File: src/rtl/iob_cache_perf_cnt.sv
// ---------------------------------------------------------------------------
// iob_cache_perf_cnt
//
// Performance-counter bank for the cache. Each of N_EVT channels counts
// one-cycle event strobes from the cache front-end while the global enable
// is high. On overflow a channel either wraps to zero or holds at all-ones,
// depending on SATURATE, and sets its sticky overflow flag. A snapshot
// copies every live counter into a shadow register in one cycle. An indexed,
// registered read port gives software access to live or shadow values.
//
// Ports:
//   clk_i        clock, rising edge
//   rst_i        synchronous active-high reset (highest priority)
//   en_i         counting enable
//   evt_i        per-channel event strobes (bit k -> channel k)
//   clear_i      zero live counters and overflow flags
//   snap_i       copy live counters into shadows (pre-increment, pre-clear)
//   rd_en_i      read request
//   rd_sel_i     channel index for the read
//   rd_shadow_i  read source: 0 = live, 1 = shadow
//   rdata_o      registered read data
//   rvalid_o     read-data valid strobe
//   ovf_o        sticky overflow flags
//   cnt_o        flat live counters, channel k at [k*CNT_W +: CNT_W]
//
// Read handshake: there is no backpressure. A request is taken in every
// cycle rd_en_i is high; exactly one cycle later rvalid_o is high for one
// cycle with rdata_o holding the selected value as it stood before the
// request edge. With rd_en_i low, rvalid_o is low and rdata_o holds.
// ---------------------------------------------------------------------------
module iob_cache_perf_cnt #(
  parameter int N_EVT    = 4,
  parameter int CNT_W    = 32,
  parameter int SATURATE = 0,
  parameter int SEL_W    = 2
) (
  input  logic                   clk_i,
  input  logic                   rst_i,
  input  logic                   en_i,
  input  logic [N_EVT-1:0]       evt_i,
  input  logic                   clear_i,
  input  logic                   snap_i,
  input  logic                   rd_en_i,
  input  logic [SEL_W-1:0]       rd_sel_i,
  input  logic                   rd_shadow_i,
  output logic [CNT_W-1:0]       rdata_o,
  output logic                   rvalid_o,
  output logic [N_EVT-1:0]       ovf_o,
  output logic [N_EVT*CNT_W-1:0] cnt_o
);

  localparam logic [CNT_W-1:0] ALL_ONES = {CNT_W{1'b1}};

  logic [CNT_W-1:0] r_cnt    [N_EVT];
  logic [CNT_W-1:0] r_shadow [N_EVT];
  logic [N_EVT-1:0] r_ovf;
  logic [CNT_W-1:0] r_rdata;
  logic             r_rvalid;

  logic [CNT_W-1:0] w_rd_data;

  // Read mux: a select with no matching channel falls through to zero, so
  // out-of-range indices return 0 without any array access past N_EVT.
  always_comb begin
    w_rd_data = '0;
    for (int k = 0; k < N_EVT; k++) begin
      if (rd_sel_i == SEL_W'(k)) begin
        w_rd_data = rd_shadow_i ? r_shadow[k] : r_cnt[k];
      end
    end
  end

  // Live counters and overflow flags. Clear dominates a same-cycle event.
  // Overflow is detected by comparing against all-ones before the increment.
  always_ff @(posedge clk_i) begin
    if (rst_i) begin
      for (int k = 0; k < N_EVT; k++) begin
        r_cnt[k] <= '0;
      end
      r_ovf <= '0;
    end else begin
      for (int k = 0; k < N_EVT; k++) begin
        if (clear_i) begin
          r_cnt[k] <= '0;
          r_ovf[k] <= 1'b0;
        end else if (en_i && evt_i[k]) begin
          if (r_cnt[k] == ALL_ONES) begin
            r_ovf[k] <= 1'b1;
            r_cnt[k] <= (SATURATE != 0) ? ALL_ONES : '0;
          end else begin
            r_cnt[k] <= r_cnt[k] + 1'b1;
          end
        end
      end
    end
  end

  // Shadows sample the registered live values, so a snapshot sees the
  // pre-increment, pre-clear count. Clear leaves the shadows alone.
  always_ff @(posedge clk_i) begin
    if (rst_i) begin
      for (int k = 0; k < N_EVT; k++) begin
        r_shadow[k] <= '0;
      end
    end else if (snap_i) begin
      for (int k = 0; k < N_EVT; k++) begin
        r_shadow[k] <= r_cnt[k];
      end
    end
  end

  // Registered read port; reset in the request cycle suppresses the response.
  always_ff @(posedge clk_i) begin
    if (rst_i) begin
      r_rdata  <= '0;
      r_rvalid <= 1'b0;
    end else begin
      r_rvalid <= rd_en_i;
      if (rd_en_i) begin
        r_rdata <= w_rd_data;
      end
    end
  end

  for (genvar g = 0; g < N_EVT; g++) begin : g_cnt_out
    assign cnt_o[g*CNT_W +: CNT_W] = r_cnt[g];
  end

  assign rdata_o  = r_rdata;
  assign rvalid_o = r_rvalid;
  assign ovf_o    = r_ovf;

endmodule

File: config.mk
export PLATFORM = sky130hd
export DESIGN_NAME = iob_cache_perf_cnt
export DESIGN_NICKNAME = d
export VERILOG_FILES = /design/src/rtl/iob_cache_perf_cnt.sv
export SDC_FILE = /design/constraint.sdc
export NUM_CORES = 1
export LEC_CHECK = 0
export BUFFER_PORTS_ARGS = -buffer_cell sky130_fd_sc_hd__clkbuf_2
export CORE_ASPECT_RATIO = 1.4
export CORE_MARGIN = 2
export CORE_UTILIZATION = 53
export DETAILED_ROUTE_END_ITERATION = 16
export GPL_ROUTABILITY_DRIVEN = 1
export PLACE_DENSITY = 0.74
export SLEW_MARGIN = 20
export SYNTH_ARGS = -nofsm -noshare
export SYNTH_HDL_FRONTEND = slang
export SYNTH_SLANG_ARGS = --single-unit
File: constraint.sdc
create_clock -name clk_i -period 2.85 [get_ports clk_i]
set_clock_uncertainty 0.1 [all_clocks]
set_input_delay 0.57 -clock clk_i [delete_from_list [all_inputs] [get_ports clk_i]]
set_output_delay 0.57 -clock clk_i [all_outputs]
set_load 0.05 [all_outputs]
Yosys cells after proc, flatten, opt, wreduce, memory -nomap -nowiden
Memory sizes are Yosys's and may differ from the RTL's. Cells that the tools add are included.

Mux-type cells: 72. Shifts and indexed selects: 0. Eq/ne operators: 7. Add/sub/neg operators: 4. Divide/modulo/power cells: 0. Bitwise logic cells: 16. Order comparisons: 0. $mul: 0. Reduce and logical (&&, ||, !) cells: 10.

Operator list (number): $mux W32 (24); $add A32 B1 Y32 const B (4); $eq A32 B32 Y1 const B (4); $mux W1 (48); $or A1 B1 Y1 (16); $reduce_and A2 Y1 (4); $eq A2 B2 Y1 const B (2); $logic_and A1 B1 Y1 (4); $eq A2 B1 Y1 const B (1); $logic_not A2 Y1 (1); $reduce_or A2 Y1 (1).

Output and inout bits: 165. ROM bits: 0. Bits of input ports: 13. Bits in writable memories: 256. Word-level logic and storage cells: 117. Latch bits: 0. Register bits: 37. Memories kept: 2.

Memory list: r_cnt (words 4, width 32, read ports 4, clocked after Yosys merged registers in 0, write ports 4, line 54) `logic [CNT_W-1:0] r_cnt [N_EVT];`; r_shadow (words 4, width 32, read ports 4, clocked after Yosys merged registers in 0, write ports 4, line 55) `logic [CNT_W-1:0] r_shadow [N_EVT];`.

Logic depth before layout (Yosys ltp)
Gate-level depths: netlist of run 1.

Word-level depth: 8. Depth in mapped cells: 8. Mapped depth without buffers: 6.

Least setup slack after synthesis of run 1
OpenSTA, ideal clock, no wires.

Kind: in2reg. Start: input rst_i. End: memory r_shadow[0][0], enable pin. Data required time: 2.317 ns. Path buffers: 1. Data arrival time: 2.435 ns. Library setup time: 0.433 ns. Stages on the path: 2. Setup slack: -0.118 ns. Cells stage by stage: clkbuf_1 or2_2.

RTL lines: from (decl) (line 38) `input logic rst_i,`; to (decl) (line 55).

==> results of run 1 <==
[logic make-up (layout without fill, tap and decap cells)]
group	count (synthesis)	count (layout)
simple gates	592	592
flops	293	293
compound gates	115	115
xor+xnor	113	113
buf+inv	108	326
mux	82	82
fa+ha+maj	4	4
[critical path, stage by stage (launching register included)]
cell and delay (ns):
edfxtp_1 0.51, nand4_1 0.30, or4b_1 0.74, a211o_1 0.35, a21oi_1 0.16, nor2_1 0.05
[registers in the layout, summed over array words and instances (netlist names)]
register / count
r_cnt: 128
r_shadow: 128
rdata_o: 32
ovf_o: 4
rvalid_o: 1
[path summary, 6_finish.rpt]
path	end	slack (ns)	cells past startpoint
worst min register to register	ovf_o[2]	0.37	1
worst min-delay path	rvalid_o	0.20	2
worst max register to register	r_cnt[1][31]	0.39	5
worst max-delay path	r_cnt[1][31]	0.39	5
[synth_stat cells (all sizes together), types with 2 or more instances]
| master | number |
|---|---|
| a211oi | 16 |
| mux4 | 32 |
| and2 | 135 |
| or3 | 7 |
| o211ai | 28 |
| o22ai | 4 |
| mux2i | 34 |
| or3b | 2 |
| and3 | 9 |
| dfxtp | 37 |
| a21oi | 20 |
| a2bb2oi | 2 |
| or2 | 3 |
| and4 | 18 |
| inv | 25 |
| nor2 | 194 |
| ha | 4 |
| buf | 37 |
| mux2 | 16 |
| o21ai | 21 |
| nand2 | 83 |
| nand3 | 41 |
| edfxtp | 256 |
| nor4 | 15 |
| xor2 | 63 |
| xnor2 | 50 |
| clkbuf | 46 |
| nor3 | 28 |
| a22oi | 2 |
| nor2b | 5 |
| nand4 | 46 |
| a311oi | 14 |
[through the flow]
stage / hold WS [ns] / std cells / instance area [um^2] / total power, uW / utilization (%)
after floorplan: 0.538 / 1307 / 15100 / 6080 / -
after global placement: 0.343 / 1847 / 16700 / 6530 / 59.2
after detailed placement: 0.358 / 1847 / 16700 / 6550 / 59.2
after CTS: 0.191 / 1900 / 17600 / 10400 / 62.5
after global routing: 0.207 / 1900 / 17600 / 10600 / 62.5
final: 0.200 / 1900 / 17600 / 10400 / 62.5
[per-layer routing]
| layer | GRT usage (%) | part of all wire [%] |
|---|---|---|
| met1 | 37.3 | 38 |
| met5 | 0 | 0.030 |
| met3 | 4.52 | 7.6 |
| met4 | 11.8 | 4.3 |
| met2 | 48.6 | 50 |
[cell type report]
class	instances	share of cell area, %
multi-input cells	906	35.0
clock inverters	15	0.993
flip-flops and latches	293	47.8
inverters	25	0.532
clock buffers	38	4.36
well taps	375	2.66
repair buffers	248	8.71
[power groups by stage]
stage | logic (uW) | clock network [uW] | registers [uW]
floorplan | 496 | 0 | 5580
detailed placement | 1340 | 0 | 5210
finish | 1340 | 3890 | 5130
CTS | 1350 | 3920 | 5120
global placement | 1330 | 0 | 5200
global route | 1410 | 4080 | 5150
==> impl_results.md, run 1 <==
* Outcome: complete, no violations
* Post-route DRC violation count at 0
* Vias/cell at 6.02
* Adder-cell area share of the yosys netlist at 0.332%
* CTS Buf Count at 29
* TritonCTS clock tree: yes
* Area leader, netlist: edfxtp_1
* Critical Path RT at 3.06 ns
* Yosys warns at 0
* Share of the synthesized area in the top cell type at 51.0%
* NumNets Final at 1520
* Fmax at 406 MHz
* Dominant synthesized flop cell: edfxtp_1
* Area Growth Syn to Fin at 17.1%
* Post-DP HPWL at 30900 um
* Mapped Area at 15100 um^2
* Setup crit start: r_cnt[1][6]
* IO Port Bufs at 177
* Comb pwr share at 13.0%
* Total of max-cap violations at 0
* Placer Congestion at 0.953
* Commonest non-fill, non-tap cells in the layout: edfxtp_1 (256), nor2_1 (193), clkbuf_2 (174)
* XOR/XNOR share of the synthesized area at 6.57%
* I/O Pins at 178
* RSZ-0062 raised after global routing: false
* Crit path capture type: flip-flop
* Peak supply drop at 0.439 mV
* Minimum clock period at 2.46 ns
* Clock Sinks at 293
* Vias in the first global route at 10.9k
* Initial Util at 53.4%
* Clock slew at reported path FFs at 0.07 ns
* Clock buffer depth at 3
* Grt total ovfl at 0
* Worst Max-Slew Pin Slew at 0.670 ns
* Simple-gate portion of the synthesized area at 20.5%
* Internal at 7540 uW
* Syn Area/Cell at 11.5 um^2
* Pwr/cell area at 587 nW/um^2
* Area contributors post-synth: edfxtp_1 (51%), and2_1 (5.5%), dfxtp_1 (4.9%), nor2_1 (4.8%), mux4_2 (4.6%)
* Register bit total from synthesis at 293
* Tcrit/Tclk final at 86.4%
* Worst Setup Slack, final at 0.386 ns
* Switching power total at 2820 uW
* Hold_buf cts at 0
* Final ANT Viol Nets at 0
* Lkg Pwr at 0.00669 uW
* Place WS at 0.430 ns
* Mapped Cells at 1307
* Die height at 204 um
* First-pass GRT wire length at 65500 um
* Row Count at 73
* Die Area at 29800 um^2
* Chip width at 147 um
* Sequential Power Share at 49.5%
* DRT Wirelength at 42900 um
* Hold Path Class: input port to flip-flop
* Largest family of logic cells by synthesized area: simple AND/OR/NAND/NOR gates
* Register area at 8430 um^2
* CORE AREA at 28200 um^2
* Number of detailed-route iterations in the first pass at 5
* Hold Path Origin: rst_i
* Startpoint types: flip-flop
* Fill count at 2217
* Clk_lat worst skew at 0.56 ns
* Max Slew Vio Count at 0
* Unique cell type count in the Yosys netlist at 62
* WL/cell at 22.6 um
* # setup viols final at 0
* Ratio of cells with drive above 1 in the final layout at 23.9%
* Initial antenna violation count at 1
* Root buffer selected by CTS: clkbuf_16
* Syn nets at 1324
* Starting DRT DRC Count at 1177
* Setup bufs post-CTS at 0
* Antenna Cells at 0
* Number of synthesized flops with an enable pin at 256
* Sequential element share of the synthesized area at 55.9%
* GRT Total Usage at 28.8%
* Post-cts sizing count at 0
* Final Hold Fails at 0
* WS Path Type: flip-flop to flip-flop
* Crit path arrival time at 2.67 ns
* CP Max Fanout at 9
* Switching portion of total power at 27.2%
* Post-synthesis compound-gate area fraction at 5.19%
* Total negative slack at 0 ns
* Clock share of power at 37.6%
* Mux contribution to synthesized area at 8.26%
* Async SR Flop Fraction at 0%
* Vias at 11.4k
* Largest net degree at the start of global routing at 129
* CTS H-tree lvls at 1
* Multi-input gate area at 6170 um^2
* Headroom to the max-slew limit at 55.3%
* FF-to-FF Start: r_cnt[1][6]
* Most common cell after layout, fill and taps aside: edfxtp_1
No activity file was read; power rests on OpenSTA's default activity.
==> run 2: changes to the inputs <==
- CORE_MARGIN: 2 -> default
- PLACE_DENSITY: 0.74 -> 0.76
==> impl_results.md, run 2 (same netlist as run 1, synthesis figures left out) <==
* Outcome: complete, no violations (unchanged)
* Vias at 11.3k (was 11.4k)
* Final ANT Viol Nets at 0 (unchanged)
* Fmax at 394 MHz (was 406 MHz)
* Hold slack at 0.331 ns (was 0.200 ns)
* Final Hold Fails at 0 (unchanged)
* Startpoint types: flip-flop (unchanged)
* Number of detailed-route iterations in the first pass at 5 (unchanged)
* Placer Congestion at 0.911 (was 0.953)
* Clock buffer depth at 3 (unchanged)
* Max Slew Vio Count at 0 (unchanged)
* Critical Path RT at 3.04 ns (was 3.06 ns)
* Clock share of power at 35.2% (was 37.6%)
* Sequential Power Share at 51.3% (was 49.5%)
* Area Growth Syn to Fin at 16.8% (was 17.1%)
* Starting DRT DRC Count at 1117 (was 1177)
* Worst Max-Slew Pin Slew at 0.633 ns (was 0.670 ns)
* First-pass GRT wire length at 63600 um (was 65500 um)
* Internal at 7250 uW (was 7540 uW)
* Setup bufs post-CTS at 0 (unchanged)
* Row Count at 72 (was 73)
* TritonCTS clock tree: yes (unchanged)
* Initial Util at 54.2% (was 53.4%)
* Grt total ovfl at 0 (unchanged)
* CTS Buf Count at 28 (was 29)
* Ratio of cells with drive above 1 in the final layout at 24.2% (was 23.9%)
* WS Path Type: flip-flop to flip-flop (unchanged)
* NumNets Final at 1524 (was 1520)
* Final instance area at 17600 um^2 (about the same)
* Post-DP HPWL at 30400 um (was 30900 um)
* Crit path capture type: flip-flop (unchanged)
* Antenna Cells at 0 (unchanged)
* Lkg Pwr at 0.00668 uW (was 0.00669 uW)
* Hold Path Class: input port to flip-flop (unchanged)
* Post-cts sizing count at 0 (unchanged)
* Vias/cell at 5.98 (was 6.02)
* Max stage delay cell, worst path: or4_1 (was or4b_1)
* Tcrit/Tclk final at 89.1% (was 86.4%)
* Crit path arrival time at 2.73 ns (was 2.67 ns)
* Post-route DRC violation count at 0 (unchanged)
* Clock Sinks at 293 (unchanged)
* Pwr/cell area at 568 nW/um^2 (was 587 nW/um^2)
* Switching portion of total power at 27.5% (was 27.2%)
* Worst path cell trace: nand4_2 -> or4_1 -> nor2_4 -> a31o_2 -> buf_12 -> nor2_1 (was nand4_1 -> or4b_1 -> a211o_1 -> a21oi_1 -> nor2_1)
* I/O Pins at 178 (unchanged)
* Headroom to the max-slew limit at 57.8% (was 55.3%)
* Chip width at 145 um (was 147 um)
* Largest net degree at the start of global routing at 79 (was 129)
* Commonest non-fill, non-tap cells in the layout: edfxtp_1 (256), nor2_1 (193), clkbuf_2 (174) (unchanged)
* Vias in the first global route at 10.8k (was 10.9k)
* Peak supply drop at 0.518 mV (was 0.439 mV)
* Comb pwr share at 13.5% (was 13.0%)
* Largest stage delay, worst path at 0.70 ns (was 0.74 ns)
* Die height at 202 um (was 204 um)
* Placed cells at 1847 (unchanged)
* Total of max-cap violations at 0 (unchanged)
* Die Area at 29100 um^2 (was 29800 um^2)
* IO Port Bufs at 177 (unchanged)
* GRT Total Usage at 29.2% (was 28.8%)
* Most common cell after layout, fill and taps aside: edfxtp_1 (unchanged)
* RSZ-0062 raised after global routing: false (unchanged)
* Hold_buf cts at 0 (unchanged)
* CORE AREA at 27800 um^2 (was 28200 um^2)
* # setup viols final at 0 (unchanged)
* Clk_lat worst skew at 0.54 ns (was 0.56 ns)
* WL/cell at 22.0 um (was 22.6 um)
* Switching power total at 2750 uW (was 2820 uW)
* CTS H-tree lvls at 1 (unchanged)
* Clock slew at reported path FFs at 0.07 ns (about the same)
* Root buffer selected by CTS: clkbuf_16 (unchanged)
* Non-filler cells, final at 1897 (was 1900)
* Minimum clock period at 2.54 ns (was 2.46 ns)
* Area post-placement at 16700 um^2 (about the same)
* DRT Wirelength at 41800 um (was 42900 um)
* Total negative slack at 0 ns (unchanged)
* Initial antenna violation count at 1 (unchanged)
* CP Max Fanout at 17 (was 9)
* Fill count at 2151 (was 2217)
run 2: worst paths after layout:
path / startpoint / endpoint / slack, ns / cells after the start
worst max-delay path: r_cnt[1][13] / r_cnt[1][16] / 0.31 / 6
worst min-delay path: evt_i[3] / ovf_o[3] / 0.33 / 3
worst max register to register: r_cnt[1][13] / r_cnt[1][16] / 0.31 / 6
worst min register to register: ovf_o[0] / ovf_o[0] / 0.38 / 2
run 2: final cells by class:
type / count / area (um^2) / share of cell area, %
inverter: 25 / 93.8 / 0.533
clock inverter: 10 / 50.0 / 0.284
sequential: 293 / 8430 / 47.9
timing repair buffer: 253 / 1590 / 9.01
clock buffer: 40 / 807 / 4.58
multi-input combinational: 906 / 6170 / 35.1
tap: 370 / 463 / 2.63
run 2: through the flow:
stage	utilization (%)	total power (uW)	worst slack, ns
4_1_cts	63.2	10000	0.343
5_1_grt	63.2	10300	0.200
2_1_floorplan	-	6080	0.220
3_5_place_dp	60.2	6550	0.362
6_report	63.2	9990	0.312
3_3_place_gp	60.2	6520	0.476
run 2: power groups by stage:
stage | clock [uW] | sequential [uW] | combinational (uW)
2_1_floorplan | 0 | 5580 | 496
3_3_place_gp | 0 | 5200 | 1320
3_5_place_dp | 0 | 5210 | 1340
4_1_cts | 3550 | 5120 | 1340
5_1_grt | 3700 | 5150 | 1420
6_report | 3520 | 5130 | 1350
run 2: routing by layer:
metal / routed length [um] / track usage, % / vias up / share of wire [%]
met1: 15900 / 38.7 / 5548 / 38
met4: 1860 / 12.6 / 0 / 4.4
met3: 3560 / 4.21 / 82 / 8.5
met5: 0 / 0 / - / 0
li1: - / - / 5135 / -
met2: 20500 / 47.4 / 579 / 49
run 2: critical path, delay by kind of cell, from the launching register on:
| kind | cells | cell delay [ns] |
|---|---|---|
| compound gates | 1 | 0.39 |
| buf+inv | 1 | 0.19 |
| flops | 1 | 0.49 |
| simple gates | 4 | 1.11 |
==> run 3: changes to the inputs <==
--- a/config.mk
+++ b/config.mk
@@ -8,3 +8,3 @@
 export BUFFER_PORTS_ARGS = -buffer_cell sky130_fd_sc_hd__clkbuf_2
-export CORE_ASPECT_RATIO = 1.4
+export CORE_ASPECT_RATIO = 0.7
 export CORE_UTILIZATION = 53
==> constraint.sdc (replaced) <==
create_clock -name clk_i -period 2.85 [get_ports clk_i]
set_clock_uncertainty 0.1 [all_clocks]
set_input_delay 0.285 -clock clk_i [delete_from_list [all_inputs] [get_ports clk_i]]
set_output_delay 0.285 -clock clk_i [all_outputs]
set_load 0.05 [all_outputs]
==> impl_results.md, run 3 (same netlist as run 1, synthesis figures left out) <==
* Comb pwr share at 12.4% (was 13.5%)
* Switching portion of total power at 26.8% (was 27.5%)
* First-pass GRT wire length at 61800 um (was 63600 um)
* Placer Congestion at 0.979 (was 0.911)
* Die height at 143 um (was 202 um)
* Vias/cell at 5.94 (was 5.98)
* Critical Path RT at 3.06 ns (was 3.04 ns)
* I/O Pins at 178 (unchanged)
* Lkg Pwr at 0.00673 uW (was 0.00668 uW)
* Final Hold Fails at 0 (unchanged)
* Post-cts sizing count at 0 (unchanged)
* Startpoint types: flip-flop (unchanged)
* Area post-placement at 16700 um^2 (about the same)
* # setup viols final at 0 (unchanged)
* WS Path Type: flip-flop to flip-flop (unchanged)
* Max Slew Vio Count at 0 (unchanged)
* Register area at 8430 um^2 (unchanged)
* Post-DP HPWL at 28200 um (was 30400 um)
* IO Port Bufs at 177 (unchanged)
* WL/cell at 21.2 um (was 22.0 um)
* Peak supply drop at 0.423 mV (was 0.518 mV)
* Hold Path Class: input port to flip-flop (unchanged)
* Most common cell after layout, fill and taps aside: edfxtp_1 (unchanged)
* Row Count at 51 (was 72)
* Chip width at 204 um (was 145 um)
* Met3 routed WL at 3440 um (was 3560 um)
* Clock buffer depth at 3 (unchanged)
* Clock Sinks at 293 (unchanged)
* Total of max-cap violations at 0 (unchanged)
* Initial antenna violation count at 1 (unchanged)
* Outcome: complete, no violations (unchanged)
* Post-layout util at 63.5% (was 63.2%)
* Commonest non-fill, non-tap cells in the layout: edfxtp_1 (256), nor2_1 (193), clkbuf_2 (174) (unchanged)
* Total negative slack at 0 ns (unchanged)
* NumNets Final at 1518 (was 1524)
* CTS H-tree lvls at 1 (unchanged)
* Die Area at 29100 um^2 (about the same)
* M1 WL at 18000 um (was 15900 um)
* GRT Total Usage at 27.9% (was 29.2%)
* Final ANT Viol Nets at 0 (unchanged)
* Internal at 7770 uW (was 7250 uW)
* Initial Util at 54.1% (was 54.2%)
* Tcrit/Tclk final at 92.1% (was 89.1%)
* Fmax at 381 MHz (was 394 MHz)
* RSZ-0062 raised after global routing: false (unchanged)
* Vias in the first global route at 10.5k (was 10.8k)
* Largest net degree at the start of global routing at 129 (was 79)
* Starting DRT DRC Count at 1085 (was 1117)
* Minimum clock period at 2.62 ns (was 2.54 ns)
* Crit path capture type: flip-flop (unchanged)
* Grt total ovfl at 0 (unchanged)
* Crit path arrival time at 2.84 ns (was 2.73 ns)
* DRT Wirelength at 40200 um (was 41800 um)
* Clock slew at reported path FFs at 0.07 ns (about the same)
* CORE AREA at 27900 um^2 (was 27800 um^2)
* Root buffer selected by CTS: clkbuf_16 (unchanged)
* Final instance area at 17700 um^2 (was 17600 um^2)
* Worst Max-Slew Pin Slew at 0.833 ns (was 0.633 ns)
* Area Growth Syn to Fin at 17.5% (was 16.8%)
* CP Max Fanout at 18 (was 17)
* Number of detailed-route iterations in the first pass at 5 (unchanged)
* Headroom to the max-slew limit at 44.5% (was 57.8%)
* TritonCTS clock tree: yes (unchanged)
* Sequential Power Share at 48.2% (was 51.3%)
* Fill count at 2209 (was 2151)
* Switching power total at 2850 uW (was 2750 uW)
* Pwr/cell area at 599 nW/um^2 (was 568 nW/um^2)
* Vias at 11.3k (about the same)
* CTS Buf Count at 30 (was 28)
* Clk_lat worst skew at 0.56 ns (was 0.54 ns)
* Multi-input gate area at 6170 um^2 (unchanged)
* Post-route DRC violation count at 0 (unchanged)
* Clock share of power at 39.5% (was 35.2%)
* Uppermost layer routed: met4 (unchanged)
* WL met2 at 18200 um (was 20500 um)
* Ratio of cells with drive above 1 in the final layout at 24.3% (was 24.2%)
-- run 3: changes by cell type in the layout (fill, tap and decap cells not counted), moves of 2 or more --
cell / change
buf_12: -2
buf_4: -7
bufinv_16: +4
clkbuf_16: +3
clkinv_1: -2
inv_4: +2
-- run 3: power by group through the flow --
stage / registers (uW) / clock network (uW) / logic, uW
global route: 5140 / 4380 / 1390
finish: 5110 / 4190 / 1310
global placement: 5180 / 0 / 1290
detailed placement: 5200 / 0 / 1310
CTS: 5110 / 4210 / 1320
floorplan: 5580 / 0 / 496
-- run 3: stage by stage --
stage | setup slack, ns | cells | power, uW | hold slack (ns)
2_1_floorplan | 0.167 | 1307 | 6080 | 0.426
3_3_place_gp | 0.342 | 1839 | 6480 | 0.345
3_5_place_dp | 0.265 | 1839 | 6510 | 0.355
4_1_cts | 0.245 | 1896 | 10600 | 0.0123
5_1_grt | 0.0305 | 1897 | 10900 | 0.0475
6_report | 0.225 | 1897 | 10600 | 0.0390
-- run 3: routing by layer --
layer / vias up / GRT usage [%]
met5: - / 0
met4: 0 / 5.30
met3: 47 / 5.41
met2: 489 / 42.4
met1: 5592 / 41.8
li1: 5144 / -
-- run 3: layout make-up --
cell class,count,area share (%)
well taps,371,2.62
clock inverters,15,1.02
repair buffers,245,8.49
clock buffers,41,4.88
flip-flops and latches,293,47.6
multi-input cells,906,34.9
diodes,1,0.0141
inverters,25,0.530
-- run 3: timing repair --
item | 4_1_cts | 5_1_grt
hold buffers | 1 | 0
setup buffers | 0 | 0
hold endpoints to repair | 1 | 0
-- run 3: worst paths after layout --
kind | from | endpoint | slack, ns | depth (start not counted)
worst max register to register | r_cnt[1][1] | r_cnt[1][4] | 0.23 | 7
worst max-delay path | r_cnt[1][1] | r_cnt[1][4] | 0.23 | 7
worst min register to register | ovf_o[3] | ovf_o[3] | 0.38 | 2
worst min-delay path | evt_i[1] | ovf_o[1] | 0.04 | 3
-- run 3: worst max-delay path, stage by stage (launching register included) --
cell	delay (ns)
edfxtp_1	0.44
ha_1	0.24
nand4_1	0.17
or3_1	0.60
nor2_4	0.20
a31o_2	0.37
buf_12	0.20
nor2_1	0.06
